### config.mk
export PLATFORM = sky130hd
export DESIGN_NAME = audio_gain
export DESIGN_NICKNAME = d
export VERILOG_FILES = /design/src/rtl/fm_radio_pkg.sv /design/src/rtl/sync_fifo.sv /design/src/rtl/audio_gain.sv
export SDC_FILE = /design/constraint.sdc
export NUM_CORES = 1
export LEC_CHECK = 0
export CORE_UTILIZATION = 45
export DETAILED_ROUTE_END_ITERATION = 8
export GPL_TIMING_DRIVEN = 0
export SLEW_MARGIN = 25
export SYNTH_ARGS = -nofsm -noshare
export SYNTH_HDL_FRONTEND = slang
export SYNTH_SLANG_ARGS = --single-unit
### constraint.sdc
create_clock -name clock -period 5.93 [get_ports clock]
set_input_delay 0.593 -clock clock [delete_from_list [all_inputs] [get_ports clock]]
set_output_delay 0.593 -clock clock [all_outputs]
set_load 0.01 [all_outputs]
### src/rtl/fm_radio_pkg.sv
// fm_radio_pkg: constants shared across the FM radio audio chain.
package fm_radio_pkg;
  localparam int DATA_WIDTH = 32;
  localparam int QUANT_BITS = 10;
  localparam int PCM_WIDTH = 16;
  localparam int AUDIO_FIFO_DEPTH = 16;
  localparam logic [DATA_WIDTH-1:0] VOLUME_LEVEL = 32'h0000_0400;
  localparam logic [PCM_WIDTH-1:0] PCM_MAX = {1'b0, {(PCM_WIDTH-1){1'b1}}};
  localparam logic [PCM_WIDTH-1:0] PCM_MIN = {1'b1, {(PCM_WIDTH-1){1'b0}}};
endpackage

### src/rtl/sync_fifo.sv
// sync_fifo: show-ahead synchronous FIFO with count/empty/full; reads as zero while empty.
module sync_fifo #(
  parameter int WIDTH = 16,
  parameter int DEPTH = 16
) (
  input  logic                   clock,
  input  logic                   reset,
  input  logic                   wr_en,
  input  logic [WIDTH-1:0]       wr_data,
  input  logic                   rd_en,
  output logic [WIDTH-1:0]       rd_data,
  output logic [$clog2(DEPTH):0] count,
  output logic                   empty,
  output logic                   full
);
  localparam int AW = $clog2(DEPTH);
  logic [WIDTH-1:0] mem [DEPTH];
  logic [AW-1:0] wr_ptr_q, wr_ptr_d, rd_ptr_q, rd_ptr_d;
  logic [AW:0] count_q, count_d;
  logic push, pop;
  assign empty = count_q == '0;
  assign full = count_q == (AW+1)'(DEPTH);
  assign count = count_q;
  assign rd_data = empty ? '0 : mem[rd_ptr_q];
  always_comb begin
    push = wr_en && !full;
    pop = rd_en && !empty;
    wr_ptr_d = wr_ptr_q + AW'(push);
    rd_ptr_d = rd_ptr_q + AW'(pop);
    count_d = count_q + (AW+1)'(push) - (AW+1)'(pop);
  end
  always_ff @(posedge clock)
    if (push) mem[wr_ptr_q] <= wr_data;
  always_ff @(posedge clock or posedge reset)
    if (reset) begin
      wr_ptr_q <= '0;
      rd_ptr_q <= '0;
      count_q <= '0;
    end else begin
      wr_ptr_q <= wr_ptr_d;
      rd_ptr_q <= rd_ptr_d;
      count_q <= count_d;
    end
endmodule

### src/rtl/audio_gain.sv
// audio_gain: fixed-gain multiply, dequantize and saturate IIR samples into a credit-throttled PCM FIFO.
module audio_gain #(
  parameter int DATA_WIDTH = fm_radio_pkg::DATA_WIDTH,
  parameter int OUT_WIDTH = fm_radio_pkg::PCM_WIDTH,
  parameter int QUANT_BITS = fm_radio_pkg::QUANT_BITS,
  parameter logic [DATA_WIDTH-1:0] GAIN = fm_radio_pkg::VOLUME_LEVEL,
  parameter int FIFO_DEPTH = fm_radio_pkg::AUDIO_FIFO_DEPTH
) (
  input  logic                  clock,
  input  logic                  reset,
  input  logic [DATA_WIDTH-1:0] in_data,
  input  logic                  in_valid,
  output logic                  in_ready,
  output logic [OUT_WIDTH-1:0]  out_data,
  output logic                  out_empty,
  input  logic                  out_rd_en,
  output logic                  overflow,
  output logic                  saturated
);
  localparam int PW = 2 * DATA_WIDTH;
  localparam int CW = $clog2(FIFO_DEPTH) + 1;
  logic [DATA_WIDTH-1:0] s1_q, s1_d;
  logic s1_v_q, s1_v_d, s2_v_q, s2_v_d;
  logic overflow_q, overflow_d, saturated_q, saturated_d;
  logic signed [PW-1:0] prod_q, prod_d, q;
  logic [CW-1:0] fifo_count;
  logic [CW:0] pending;
  logic fifo_full, accept, clip_hi, clip_lo;
  logic [OUT_WIDTH-1:0] pcm;
  // In-flight samples reserve a FIFO slot so the unstallable pipeline can always land them.
  assign pending = {1'b0, fifo_count} + (CW+1)'(s1_v_q) + (CW+1)'(s2_v_q);
  assign in_ready = pending < (CW+1)'(FIFO_DEPTH);
  assign overflow = overflow_q;
  assign saturated = saturated_q;
  always_comb begin
    accept = in_valid && in_ready;
    s1_d = accept ? in_data : s1_q;
    s1_v_d = accept;
    s2_v_d = s1_v_q;
    prod_d = {{DATA_WIDTH{s1_q[DATA_WIDTH-1]}}, s1_q} * {{DATA_WIDTH{GAIN[DATA_WIDTH-1]}}, GAIN};
    q = prod_q >>> QUANT_BITS;
    clip_hi = !q[PW-1] && (|q[PW-2:OUT_WIDTH-1]);
    clip_lo = q[PW-1] && !(&q[PW-2:OUT_WIDTH-1]);
    pcm = clip_hi ? OUT_WIDTH'(fm_radio_pkg::PCM_MAX) : clip_lo ? OUT_WIDTH'(fm_radio_pkg::PCM_MIN) : q[OUT_WIDTH-1:0];
    overflow_d = overflow_q || (in_valid && !in_ready);
    saturated_d = saturated_q || (s2_v_q && (clip_hi || clip_lo));
  end
  always_ff @(posedge clock or posedge reset)
    if (reset) begin
      s1_q <= '0;
      s1_v_q <= 1'b0;
      s2_v_q <= 1'b0;
      prod_q <= '0;
      overflow_q <= 1'b0;
      saturated_q <= 1'b0;
    end else begin
      s1_q <= s1_d;
      s1_v_q <= s1_v_d;
      s2_v_q <= s2_v_d;
      prod_q <= prod_d;
      overflow_q <= overflow_d;
      saturated_q <= saturated_d;
    end
  sync_fifo #(.WIDTH(OUT_WIDTH), .DEPTH(FIFO_DEPTH)) u_fifo (
    .clock(clock),
    .reset(reset),
    .wr_en(s2_v_q && !fifo_full),
    .wr_data(pcm),
    .rd_en(out_rd_en),
    .rd_data(out_data),
    .count(fifo_count),
    .empty(out_empty),
    .full(fifo_full)
  );
endmodule

==> impl_metrics.toml <==
[clocking]
root_buffer = "clkbuf_16"
cts_hold_buf = 0
cts_made_buffers = 36
clkSinkCount = 337
cts_max_path_buffers = 3
cts_tree = "done"
postCtsSetupRepairBufs = 0
clk_pin_slew_ns = 0.06
post_cts_resized = 0
htree_levels = 2
clk_latency_ns = 0.50

[worst_setup_path]
critPathTopFamily = "buffers and inverters"
worstSetupPathType = "reg2out"
path_cells = "buf_2, clkbuf_1, mux4_2, a22oi_1, o221ai_1, clkdlybuf4s50_1"
r2r-start = "u_fifo.count[2]"
crit_fanout = 10
crit_buf_inv = 3
cp.arrival_ns = 3.24
critPathMaxStageDelay_ns = 0.62
reg2reg_slack_ns = 3.01
reg2reg_depth = 6
slowest_stage = "clkbuf_1"
required_ns = 5.34
crit_path_start_kind = "flip-flop"
r2r-end = "u_fifo.mem[0][15]"
critPathCaptureType = "output pin"

[hold_path]
hold_path_end = "prod_q[26]"
hp-class = "reg2reg"
hold_depth = 0
hp-start = "s1_q[16]"

[drt]
ant_nets = 0
wl_mm = 26.6
routed_via_density = 5.49
drt-initial-drc-count = 478
drcViolationCount = 0
avgRoutedWirePerCell_um = 23.2
routed-via-count = 6279
drtPass1Iterations = 5

[synthesis]
yosys_most_used_dff = "edfxtp_1"
yosysTopAreaCell = "edfxtp_1"
syn_area_um2 = 13000
synth_seq_cells = 337
yosysSeqAreaShare_pct = 74.9
yosys_warnings = 0
syn_area_per_cell_um2 = 20.6
yosys-top-cells-area = "edfxtp_1 59%, dfrtp_1 16%, mux4_2 11%, mux2_2 2.9%, ha_1 1.2%"
synth_top_area_share_pct = 59.3
synth_most_common_cell = "edfxtp_1"
synth_edf_count = 256
syn_nets = 680
synth_common_cells = "256 x edfxtp_1, 81 x dfrtp_1, 64 x mux4_2, 37 x inv_1, 33 x mux2_2"
async_flop_share_pct = 24.0
synthCells = 631
synth.distinct_cells = 47

[die]
die_h_um = 172
fp-row-count = 61
dieArea_um2 = 29500
coreArea_um2 = 28100
initial_core_util_pct = 46.2
die_w_um = 172
io_pins = 56

[grt]
grt_pass1_wl_mm = 40.6
grt_max_degree = 59
grt_pass1_vias = 6797
grt_usage_pct = 19.1
antenna_found_initial = 0
overflow = 0

[sta]
hold_viol_final = 0
slew_violations = 0
setup_viol = 0
max_clock_freq_ghz = 0.261
period_needed_ns = 3.84
rsz0062_at_grt = "no"
setup_slack_ns = 2.09
finalCritPeriodShare_pct = 64.7
clock_skew_ns = 0.0130
worst_pin_slew_ns = 0.830
relSlewSlack_pct = 44.7
setup_tns_ns = 0

[flow_run]
cap_violations = 0

[layout]
seqCellArea_um2 = 9710
layout-drive-gt1-share_pct = 29.4
multiInputGateArea_um2 = 3020
n_antenna_cell = 0
n_fill_cell = 2215
finalNetCount = 789
syn_to_final_growth_pct = 18.5
stdcell_area_um2 = 15400

[pwr]
peakVddDrop_v = 0.000247
p_leak_uw = 0.00533
p_per_area_nw_per_um2 = 541

[placement]
postPlaceCellArea_um2 = 14200
post-place-ws_ns = 2.49
gp_congestion = 0.746
place_hpwl_mm = 17.8
numPortBuffers = 55

[run_status]
outcome = "finished clean"
[power breakdown]
| part | switching (µW) | internal [µW] | total (µW) |
|---|---|---|---|
| sequential | 182 | 3310 | 3500 |
| clock | 853 | 1280 | 2130 |
| combinational | 1530 | 1160 | 2690 |
[placed cells by master, fill, tap and decap left out, types with 12 or more instances in the layout]
master,count
mux2_2,33
buf_4,13
inv_1,36
mux4_2,64
clkbuf_1,17
clkdlybuf4s50_1,55
o21a_1,15
ha_1,12
edfxtp_1,256
clkbuf_16,38
dfrtp_1,81
[routing by layer]
layer	vias up	global-route usage, %	part of all wire, %
li1	2745	-	-
met1	3305	25.6	43
met2	185	33.0	50
met3	44	2.72	4.9
met4	0	4.85	1.9
met5	-	0	0
[worst max-delay path by stage]
stage / from / to / depth (start not counted) / slack, ns
after floorplan: u_fifo.count[2] / u_fifo.mem[0][0] / 5 / 2.87
final: u_fifo.rd_ptr_q[1] / out_data[3] / 6 / 2.09
after global placement: u_fifo.count[2] / u_fifo.mem[0][12] / 5 / 1.58
after detailed placement: u_fifo.rd_ptr_q[1] / out_data[3] / 6 / 2.49
after CTS: u_fifo.rd_ptr_q[1] / out_data[3] / 6 / 1.96
after global routing: u_fifo.rd_ptr_q[1] / out_data[3] / 6 / 1.88
[logic make-up (layout without fill, tap and decap cells)]
logic type | after synthesis | count (layout) | share of synthesized area (%)
simple gates | 48 | 48 | 2.21
compound gates | 61 | 61 | 4.55
flops | 337 | 337 | 74.9
xor+xnor | 8 | 8 | 0.540
mux | 98 | 98 | 14.1
fa+ha+maj | 13 | 13 | 1.31
buf+inv | 66 | 201 | 2.44
[state kept, by name (all words and copies together) (netlist names)]
signal,count
overflow,1
prod_q,32
s1_q,32
s1_v_q,1
s2_v_q,1
saturated,1
u_fifo.count,5
u_fifo.mem,256
u_fifo.rd_ptr_q,4
u_fifo.wr_ptr_q,4
[layout make-up]
cell class                 instances  share of cell area, %
sequential                       337                   63.2
multi-input combinational        228                   19.6
clock buffer                      48                   6.56
timing repair buffer              71                   4.67
tap                              378                   3.08
buffer                            28                   1.10
inverter                          38                  0.977
clock inverter                    16                  0.782
[per-stage QoR]
step / instances / util (%) / power, µW / hold WS [ns]
after floorplan: 631 / - / 5230 / 0.350
after global placement: 1064 / 49.8 / 6110 / 0.358
after detailed placement: 1080 / 50.7 / 6290 / 0.359
after CTS: 1144 / 54.7 / 8420 / 0.371
after global routing: 1144 / 54.7 / 8740 / 0.381
final: 1144 / 54.7 / 8320 / 0.373
Power figures use the tool's default switching activity.
